===== src/rtl/edge_det_pkg.sv =====
// Shared types for the edge detector bank: per-channel mode encoding and
// the width helper used to size the event popcount.
package edge_det_pkg;

    typedef enum logic [1:0] {
        EDGE_OFF  = 2'b00,
        EDGE_RISE = 2'b01,
        EDGE_FALL = 2'b10,
        EDGE_BOTH = 2'b11
    } edge_mode_e;

    // Bits needed to hold a popcount of n one-bit inputs (0..n inclusive).
    function automatic int unsigned popcnt_width(input int unsigned n);
        return $clog2(n + 1);
    endfunction

endpackage


===== src/rtl/my_edge_channel.sv =====
// One edge-detector channel: synchroniser, optional glitch filter
// (GLITCH_FILTER_EN), previous-level register and mode-gated detect.
module my_edge_channel
    import edge_det_pkg::*;
#(
    parameter int unsigned SYNC_STAGES = 2,
    parameter int unsigned FILTER_LEN  = 4
) (
    input  logic       clk_i,
    input  logic       rst_ni,
    input  logic       sig_i,
    input  logic [1:0] mode_i,
    output logic       det_o
);

    logic [SYNC_STAGES-1:0] sync_q;
    logic                   lvl;
    logic                   prev_q;
    logic                   rise;
    logic                   fall;

    always_ff @(posedge clk_i or negedge rst_ni) begin
        if (!rst_ni) begin
            sync_q <= '0;
        end else begin
            sync_q[0] <= sig_i;
            for (int unsigned i = 1; i < SYNC_STAGES; i++) begin
                sync_q[i] <= sync_q[i-1];
            end
        end
    end

`ifdef GLITCH_FILTER_EN
    localparam int unsigned FCW = $clog2(FILTER_LEN + 1);

    logic           filt_q, filt_d;
    logic [FCW-1:0] fcnt_q, fcnt_d;

    // The run counter only counts consecutive disagreeing cycles; any
    // agreement, or the level flipping, restarts it from zero.
    always_comb begin
        filt_d = filt_q;
        fcnt_d = '0;
        if (sync_q[SYNC_STAGES-1] != filt_q) begin
            if (fcnt_q == FCW'(FILTER_LEN - 1)) begin
                filt_d = sync_q[SYNC_STAGES-1];
            end else begin
                fcnt_d = fcnt_q + 1'b1;
            end
        end
    end

    always_ff @(posedge clk_i or negedge rst_ni) begin
        if (!rst_ni) begin
            filt_q <= 1'b0;
            fcnt_q <= '0;
        end else begin
            filt_q <= filt_d;
            fcnt_q <= fcnt_d;
        end
    end

    assign lvl = filt_q;
`else
    assign lvl = sync_q[SYNC_STAGES-1];
`endif

    always_ff @(posedge clk_i or negedge rst_ni) begin
        if (!rst_ni) begin
            prev_q <= 1'b0;
        end else begin
            prev_q <= lvl;
        end
    end

    assign rise = lvl & ~prev_q;
    assign fall = ~lvl & prev_q;

    always_comb begin
        det_o = 1'b0;
        case (edge_mode_e'(mode_i))
            EDGE_OFF:  det_o = 1'b0;
            EDGE_RISE: det_o = rise;
            EDGE_FALL: det_o = fall;
            EDGE_BOTH: det_o = rise | fall;
            default:   det_o = 1'b0;
        endcase
    end

endmodule


===== src/rtl/my_edge_detector_bank.sv =====
// Multi-channel edge detector bank with registered pulses, sticky flags and a
// shared saturating event counter. Optional glitch filter: GLITCH_FILTER_EN.
module my_edge_detector_bank
    import edge_det_pkg::*;
#(
    parameter int unsigned WIDTH       = 8,
    parameter int unsigned SYNC_STAGES = 2,
    parameter int unsigned CNT_W       = 8,
    parameter int unsigned FILTER_LEN  = 4
) (
    input  logic               clk,
    input  logic               asynch_nreset,
    input  logic [WIDTH-1:0]   signal_input,
    input  logic [2*WIDTH-1:0] mode,
    input  logic [WIDTH-1:0]   flag_clear,
    input  logic               count_clear,
    output logic [WIDTH-1:0]   pulse_output,
    output logic [WIDTH-1:0]   flag_output,
    output logic               any_pulse,
    output logic [CNT_W-1:0]   event_count
);

    localparam int unsigned PC_W  = popcnt_width(WIDTH);
    localparam int unsigned SUM_W = ((CNT_W > PC_W) ? CNT_W : PC_W) + 1;
    localparam logic [SUM_W-1:0] CNT_MAX = SUM_W'({CNT_W{1'b1}});

    logic [WIDTH-1:0] det;
    logic [WIDTH-1:0] pulse_q, flag_q, flag_d;
    logic             any_q;
    logic [CNT_W-1:0] cnt_q, cnt_d;
    logic [PC_W-1:0]  pop;
    logic [SUM_W-1:0] base, sum;

    for (genvar g = 0; g < WIDTH; g++) begin : g_ch
        my_edge_channel #(
            .SYNC_STAGES (SYNC_STAGES),
            .FILTER_LEN  (FILTER_LEN)
        ) u_ch (
            .clk_i  (clk),
            .rst_ni (asynch_nreset),
            .sig_i  (signal_input[g]),
            .mode_i (mode[2*g+1:2*g]),
            .det_o  (det[g])
        );
    end

    // Set dominates clear so a detection coinciding with a clear is kept.
    assign flag_d = (flag_q & ~flag_clear) | det;

    // Sum at one bit wider than either operand, then clamp.
    always_comb begin
        pop = '0;
        for (int unsigned i = 0; i < WIDTH; i++) begin
            pop = pop + PC_W'(det[i]);
        end
        base  = count_clear ? '0 : SUM_W'(cnt_q);
        sum   = base + SUM_W'(pop);
        cnt_d = (sum > CNT_MAX) ? CNT_W'(CNT_MAX) : CNT_W'(sum);
    end

    always_ff @(posedge clk or negedge asynch_nreset) begin
        if (!asynch_nreset) begin
            pulse_q <= '0;
            flag_q  <= '0;
            any_q   <= 1'b0;
            cnt_q   <= '0;
        end else begin
            pulse_q <= det;
            flag_q  <= flag_d;
            any_q   <= |det;
            cnt_q   <= cnt_d;
        end
    end

    assign pulse_output = pulse_q;
    assign flag_output  = flag_q;
    assign any_pulse    = any_q;
    assign event_count  = cnt_q;

endmodule


===== config.mk =====
export PLATFORM = sky130hd
export DESIGN_NAME = my_edge_detector_bank
export DESIGN_NICKNAME = d
export VERILOG_FILES = /design/src/rtl/edge_det_pkg.sv /design/src/rtl/my_edge_channel.sv /design/src/rtl/my_edge_detector_bank.sv
export SDC_FILE = /design/constraint.sdc
export NUM_CORES = 1
export LEC_CHECK = 0
export BUFFER_PORTS_ARGS = -buffer_cell sky130_fd_sc_hd__buf_4
export CORE_MARGIN = 3
export CORE_UTILIZATION = 47
export CTS_CLUSTER_DIAMETER = 120
export DETAILED_ROUTE_END_ITERATION = 7
export GPL_TIMING_DRIVEN = 1
export PLACE_DENSITY_LB_ADDON = 0.1
export SLEW_MARGIN = 20
export SYNTH_ARGS = -nofsm -noshare
export SYNTH_HDL_FRONTEND = slang
export SYNTH_SLANG_ARGS = --single-unit

===== constraint.sdc =====
create_clock -name clk -period 4.05 [get_ports clk]
set_input_delay 0.6075 -clock clk [delete_from_list [all_inputs] [get_ports clk]]
set_output_delay 0.6075 -clock clk [all_outputs]
set_load 0.005 [all_outputs]

Word level (Yosys, flattened, before mapping)
Cells that the tools add are included.

Register bits: 49. Output and inout port bits: 25.

$add $sub $neg: 8. Magnitude comparators: 1. Eq/ne operators: 24. Multiplexer cells: 10. Bitwise logic cells: 43. Reduce and logical (&&, ||, !) cells: 9.

Operator list (number): == test 2 bit, second input constant (16); one-hot mux 1 bit (4 select lines) (8); adder 4 x 1 -> 4 bit (4); bitwise AND 1 bit (16); == test 2 x 1 -> 1 bit, second input constant (8); logical NOT 2 bit (8); two-way mux 8 bit (2); NOT 1 bit (16); adder 8 x 4 -> 9 bit (1); greater-than comparator 9 x 8 -> 1 bit, second input constant (1); bitwise AND 8 bit (1); NOT 8 bit (1); bitwise OR 1 bit (8); bitwise OR 8 bit (1); OR reduction 8 bit (1); adder 3 x 1 -> 4 bit (1); adder 2 x 1 -> 3 bit (1); adder 1 x 1 -> 2 bit (1).

Depth between registers and ports, before layout
Depth in word-level cells: 14. Gate-level depth with buffers: 15. Gate-level depth less buffers: 15.

Modules after synthesis
Synthesis repeated with hierarchy kept, for this count alone.

Cell total of the unflattened synthesis: 203. Area, all modules: 2301.0 µm².

Modules (own cells, without submodules): my_edge_detector_bank (instances 1, cells each 107, area an instance 1229.9 µm², seq. area each 625.6 µm²); my_edge_channel (instances 8, cells each 12, area an instance 133.9 µm², seq. area each 75.1 µm²).

Worst setup path before layout
No wires, ideal clock.

Kind: register to register. From: register g_ch[2].u_ch.prev_q. To: register cnt_q[3], in the netlist event_count[3]. Library setup time: 0.083 ns. Data arrival time: 4.147 ns. Data required time: 3.967 ns. Path slack: -0.179 ns. Cell stages (with the launch flop): 14. Path buffers: 0. Period minus slack after synthesis: 4.229 ns. Cells stage by stage: dfrtp_1 > inv_1 > ha_1 > and2_1 > o31a_1 > fa_1 > fa_1 > fa_1 > fa_1 > fa_1 > and2b_1 > o21ai_1 > a2111o_1 > o21ai_0.

Longest elaborated chain between the ends: 13. Elaborated cells on any way between the ends: 14.

RTL lines: start, declared (line my_edge_channel.sv:18) `logic prev_q;`; start signal, assigned (line my_edge_channel.sv:72) `prev_q <= lvl;`; NOT 1 bit (line my_edge_channel.sv:76) `assign rise = lvl & ~prev_q;`; bitwise AND 1 bit (line my_edge_channel.sv:76); bitwise OR 1 bit (line my_edge_channel.sv:85) `EDGE_BOTH: det_o = rise | fall;`; one-hot mux 1 bit (4 select lines) * (line my_edge_channel.sv:81) `case (edge_mode_e'(mode_i))`; adder 2 x 1 -> 3 bit * (line my_edge_detector_bank.sv:54) `pop = pop + PC_W'(det[i]);`; adder 3 x 1 -> 4 bit * (line my_edge_detector_bank.sv:54); adder 4 x 1 -> 4 bit * (4 in a row) (line my_edge_detector_bank.sv:54); adder 8 x 4 -> 9 bit * (line my_edge_detector_bank.sv:57) `sum = base + SUM_W'(pop);`; greater-than comparator 9 x 8 -> 1 bit (line my_edge_detector_bank.sv:58) `cnt_d = (sum > CNT_MAX) ? CNT_W'(CNT_MAX) : CNT_W'(sum);`; two-way mux 8 bit * (line my_edge_detector_bank.sv:58); net cnt_d[3] (line my_edge_detector_bank.sv:30) `logic [CNT_W-1:0] cnt_q, cnt_d;`; end signal, assigned (line my_edge_detector_bank.sv:71) `cnt_q <= cnt_d;`; end, declared (line my_edge_detector_bank.sv:30).

Mark *: on every way through the listed nets, which the timed path passes. The rest lies on a longest branch.

Worst setup path after layout
From: register g_ch[2].u_ch.prev_q. To: register cnt_q[5], in the netlist event_count[5].

Same word-level chain as after synthesis.

==> results.yml <==
critical_path:
  critPathTopFamily: "adder cells"
  worstPathArrival_ns: 4.48
  slowest_stage: "fa_1"
  path_max_fanout: 6
  worstSetupPathType: "reg2reg"
  cp-end-kind: "register"
  slowest_delay_ns: 0.56
  worst-path-buf-inv: 1
  worstPathRequired_ns: 4.29
  crit_chain: "inv_1, ha_1, and2_1, o31a_1, fa_1, fa_1, fa_1, fa_2, fa_2, and2b_2, o21ai_4, a2111o_1, nand4_1"
  start_kind: "register"
  cp_common_cell: "fa_1"
placed_design:
  hpwlAfterDp_um: 3295
  io_buffers: 59
  routabilityCongestion: 0.8730
cells_and_area:
  multi_input_area_um2: 918.4
  seqCellArea_um2: 1226
  final_cell_mix: "buf_4 (66), dfrtp_1 (49), inv_1 (46)"
  n_antenna_cell: 0
  drive_above_1_share_pct: 29.96
  fillers: 379
  fin_util_pct: 65.73
  syn_to_final_growth_pct: 29.81
  final_common_cell: "buf_4"
  nets: 338
sta:
  setup_violations: 8
  drv_slew: 0
  period_share_pct: 104.8
  timing.hold.ws_ns: 0.3107
  timing_hold_violations_final: 0
  min_period_ns: 4.244
  fin_skew_ns: 0.01023
  max-slew-margin-rel_pct: 60.67
  timing.fmax_mhz: 235.6
  rsz0062_at_grt: "yes"
  tns_ns: -1.303
  tightest_slew_ns: 0.5899
  setup_slack_ns: -0.1944
run_status:
  violations: "negative setup slack"
  run_status: "finished with violations"
synth:
  ys_types: 31
  netlist_instances: 204
  avgSynthCellArea_um2: 11.25
  syn_nets: 266
  yosys_warnings: 0
  synth_seq_area_share_pct: 53.41
  synthArstFlopShare_pct: 100.0
  synthDominantCellAreaShare_pct: 53.41
  synth.area.top_cells: "dfrtp_1 (53%), ha_1 (12%), inv_1 (7.5%), fa_1 (4.4%), o31a_1 (2.7%)"
  synth-main-ff-cell: "dfrtp_1"
  yosysTopAreaCell: "dfrtp_1"
  synth_edf_count: 0
  netlist_area_um2: 2296
  synth-seq-cells: 49
grt:
  grt_max_degree: 50
  grt_pass1_vias: 1422
  grt_pass1_wl_um: 6430
  antenna_found_initial: 0
  overflow: 0
  grt_usage_pct: 15.19
routing:
  wire_per_inst_um: 12.12
  drt-initial-drc-count: 51
  drt_wl_total_um: 4146
  drc_errors: 0
  final_antenna_net_count: 0
  viasPerCell: 4.719
  dr.pass1.iters: 4
  vias: 1614
clock_tree:
  cts_buffer_depth: 2
  clock_tree.root_cell: "clkbuf_8"
  cts_tree: "built"
  clkLatencyLatePin_ns: 0.30
  h-tree-depth: 2
  numCtsBuffers: 5
  clock-sinks: 49
  clk_pin_slew_worst_paths_ns: 0.09
die:
  start_util_pct: 50.63
  num_rows: 24
  fp.coreArea_um2: 4534
  top_level_ports: 60
  die_w_um: 75.89
  die_h_um: 75.89
  dieArea_um2: 5759
power:
  leakage_uw: 0.001587
  power_uw: 1172
  vdd_drop_max_uv: 223.6
  powerDensity_nw_per_um2: 393.1
min_path:
  holdCritPathClass: "in2async"
job:
  cap_viol_max_count: 0
-- worst paths after layout --
check	startpoint	end	slack, ns	cells after the start
setup / recovery	g_ch[2].u_ch.prev_q$_DFF_PN0_	event_count[5]$_DFF_PN0_	-0.19	13
hold / removal	asynch_nreset	g_ch[2].u_ch.sync_q[1]$_DFF_PN0_	0.31	1
setup reg to reg	g_ch[2].u_ch.prev_q$_DFF_PN0_	event_count[5]$_DFF_PN0_	-0.19	13
hold reg to reg	g_ch[0].u_ch.sync_q[0]$_DFF_PN0_	g_ch[0].u_ch.sync_q[1]$_DFF_PN0_	0.35	0
max in group asynchronous	asynch_nreset	g_ch[4].u_ch.prev_q$_DFF_PN0_	3.34	1
min in group clk	g_ch[0].u_ch.sync_q[0]$_DFF_PN0_	g_ch[0].u_ch.sync_q[1]$_DFF_PN0_	0.35	0
-- cell usage after synthesis (2+ instances only) --
master,n
nand4_1,3
o21a_1,2
nand2_1,5
a21oi_1,5
nor2_1,11
nand2b_1,2
ha_1,22
dfrtp_1,49
inv_1,46
mux2i_1,2
nor3_1,2
o21ai_1,3
nor2b_1,5
o31a_1,7
and2_1,6
o21ai_0,9
a211oi_1,2
nand3b_1,6
fa_1,5
-- sequential cells by signal, indices dropped and copies added (netlist names) --
signal and cells:
any_pulse 1, event_count 8, flag_output 8, g_ch.u_ch.prev_q 8, g_ch.u_ch.sync_q 16, pulse_output 8
-- worst reg2reg max path, cell delays in order, from the launching register on --
cell and delay [ns]:
dfrtp_1 0.35, inv_1 0.05, ha_1 0.27, and2_1 0.15
o31a_1 0.29, fa_1 0.56, fa_1 0.43, fa_1 0.46
fa_2 0.37, fa_2 0.34, and2b_2 0.25, o21ai_4 0.07
a2111o_1 0.48, nand4_1 0.13
-- layer usage --
metal / global-route usage [%] / part of all wire (%) / wire (um)
met5: 0 / 0 / 0
met4: 4.078 / 0.99 / 41
met3: 4.881 / 7.3 / 302
met2: 23.38 / 48 / 2000
met1: 20.79 / 43 / 1801
-- area by class of cell --
| cell class | instances | area share, % |
|---|---|---|
| Sequential cell | 49 | 41.14 |
| Multi-Input combinational cell | 108 | 30.81 |
| Timing Repair Buffer | 66 | 16.62 |
| Inverter | 46 | 5.793 |
| Tap cell | 65 | 2.729 |
| Clock buffer | 5 | 2.309 |
| Clock inverter | 3 | 0.5877 |
-- cell families after synthesis --
group                    synth area share [%]
adder cells (fa/ha/maj)                 16.35
buffers and inverters                   7.684
AND/OR/NAND/NOR                         12.04
flip-flops                              53.41
multiplexers                            1.362
AO/OA/AOI/OAI                           9.154
-- repair_timing --
action	in CTS	in global routing
resized for setup	0	5
cloned	0	0
setup buffers	1	1
setup endpoints to repair	8	8
pin swaps	2	5
hold buffers	0	0
-- per-stage QoR --
step	worst slack [ns]	area, um^2	cells
2_1_floorplan	-0.03367	2305	204
3_3_place_gp	-0.2047	2863	332
3_5_place_dp	-0.2359	2863	332
4_1_cts	-0.1989	2957	341
5_1_grt	-0.3734	2980	342
6_report	-0.1944	2980	342
-- where the power goes --
group / total [uW] / switching (uW) / internal (uW)
Sequential: 568 / 27.1 / 540
Combinational: 333 / 151 / 183
Clock: 271 / 152 / 119
Note: power is estimated with default switching activity, not from simulation.
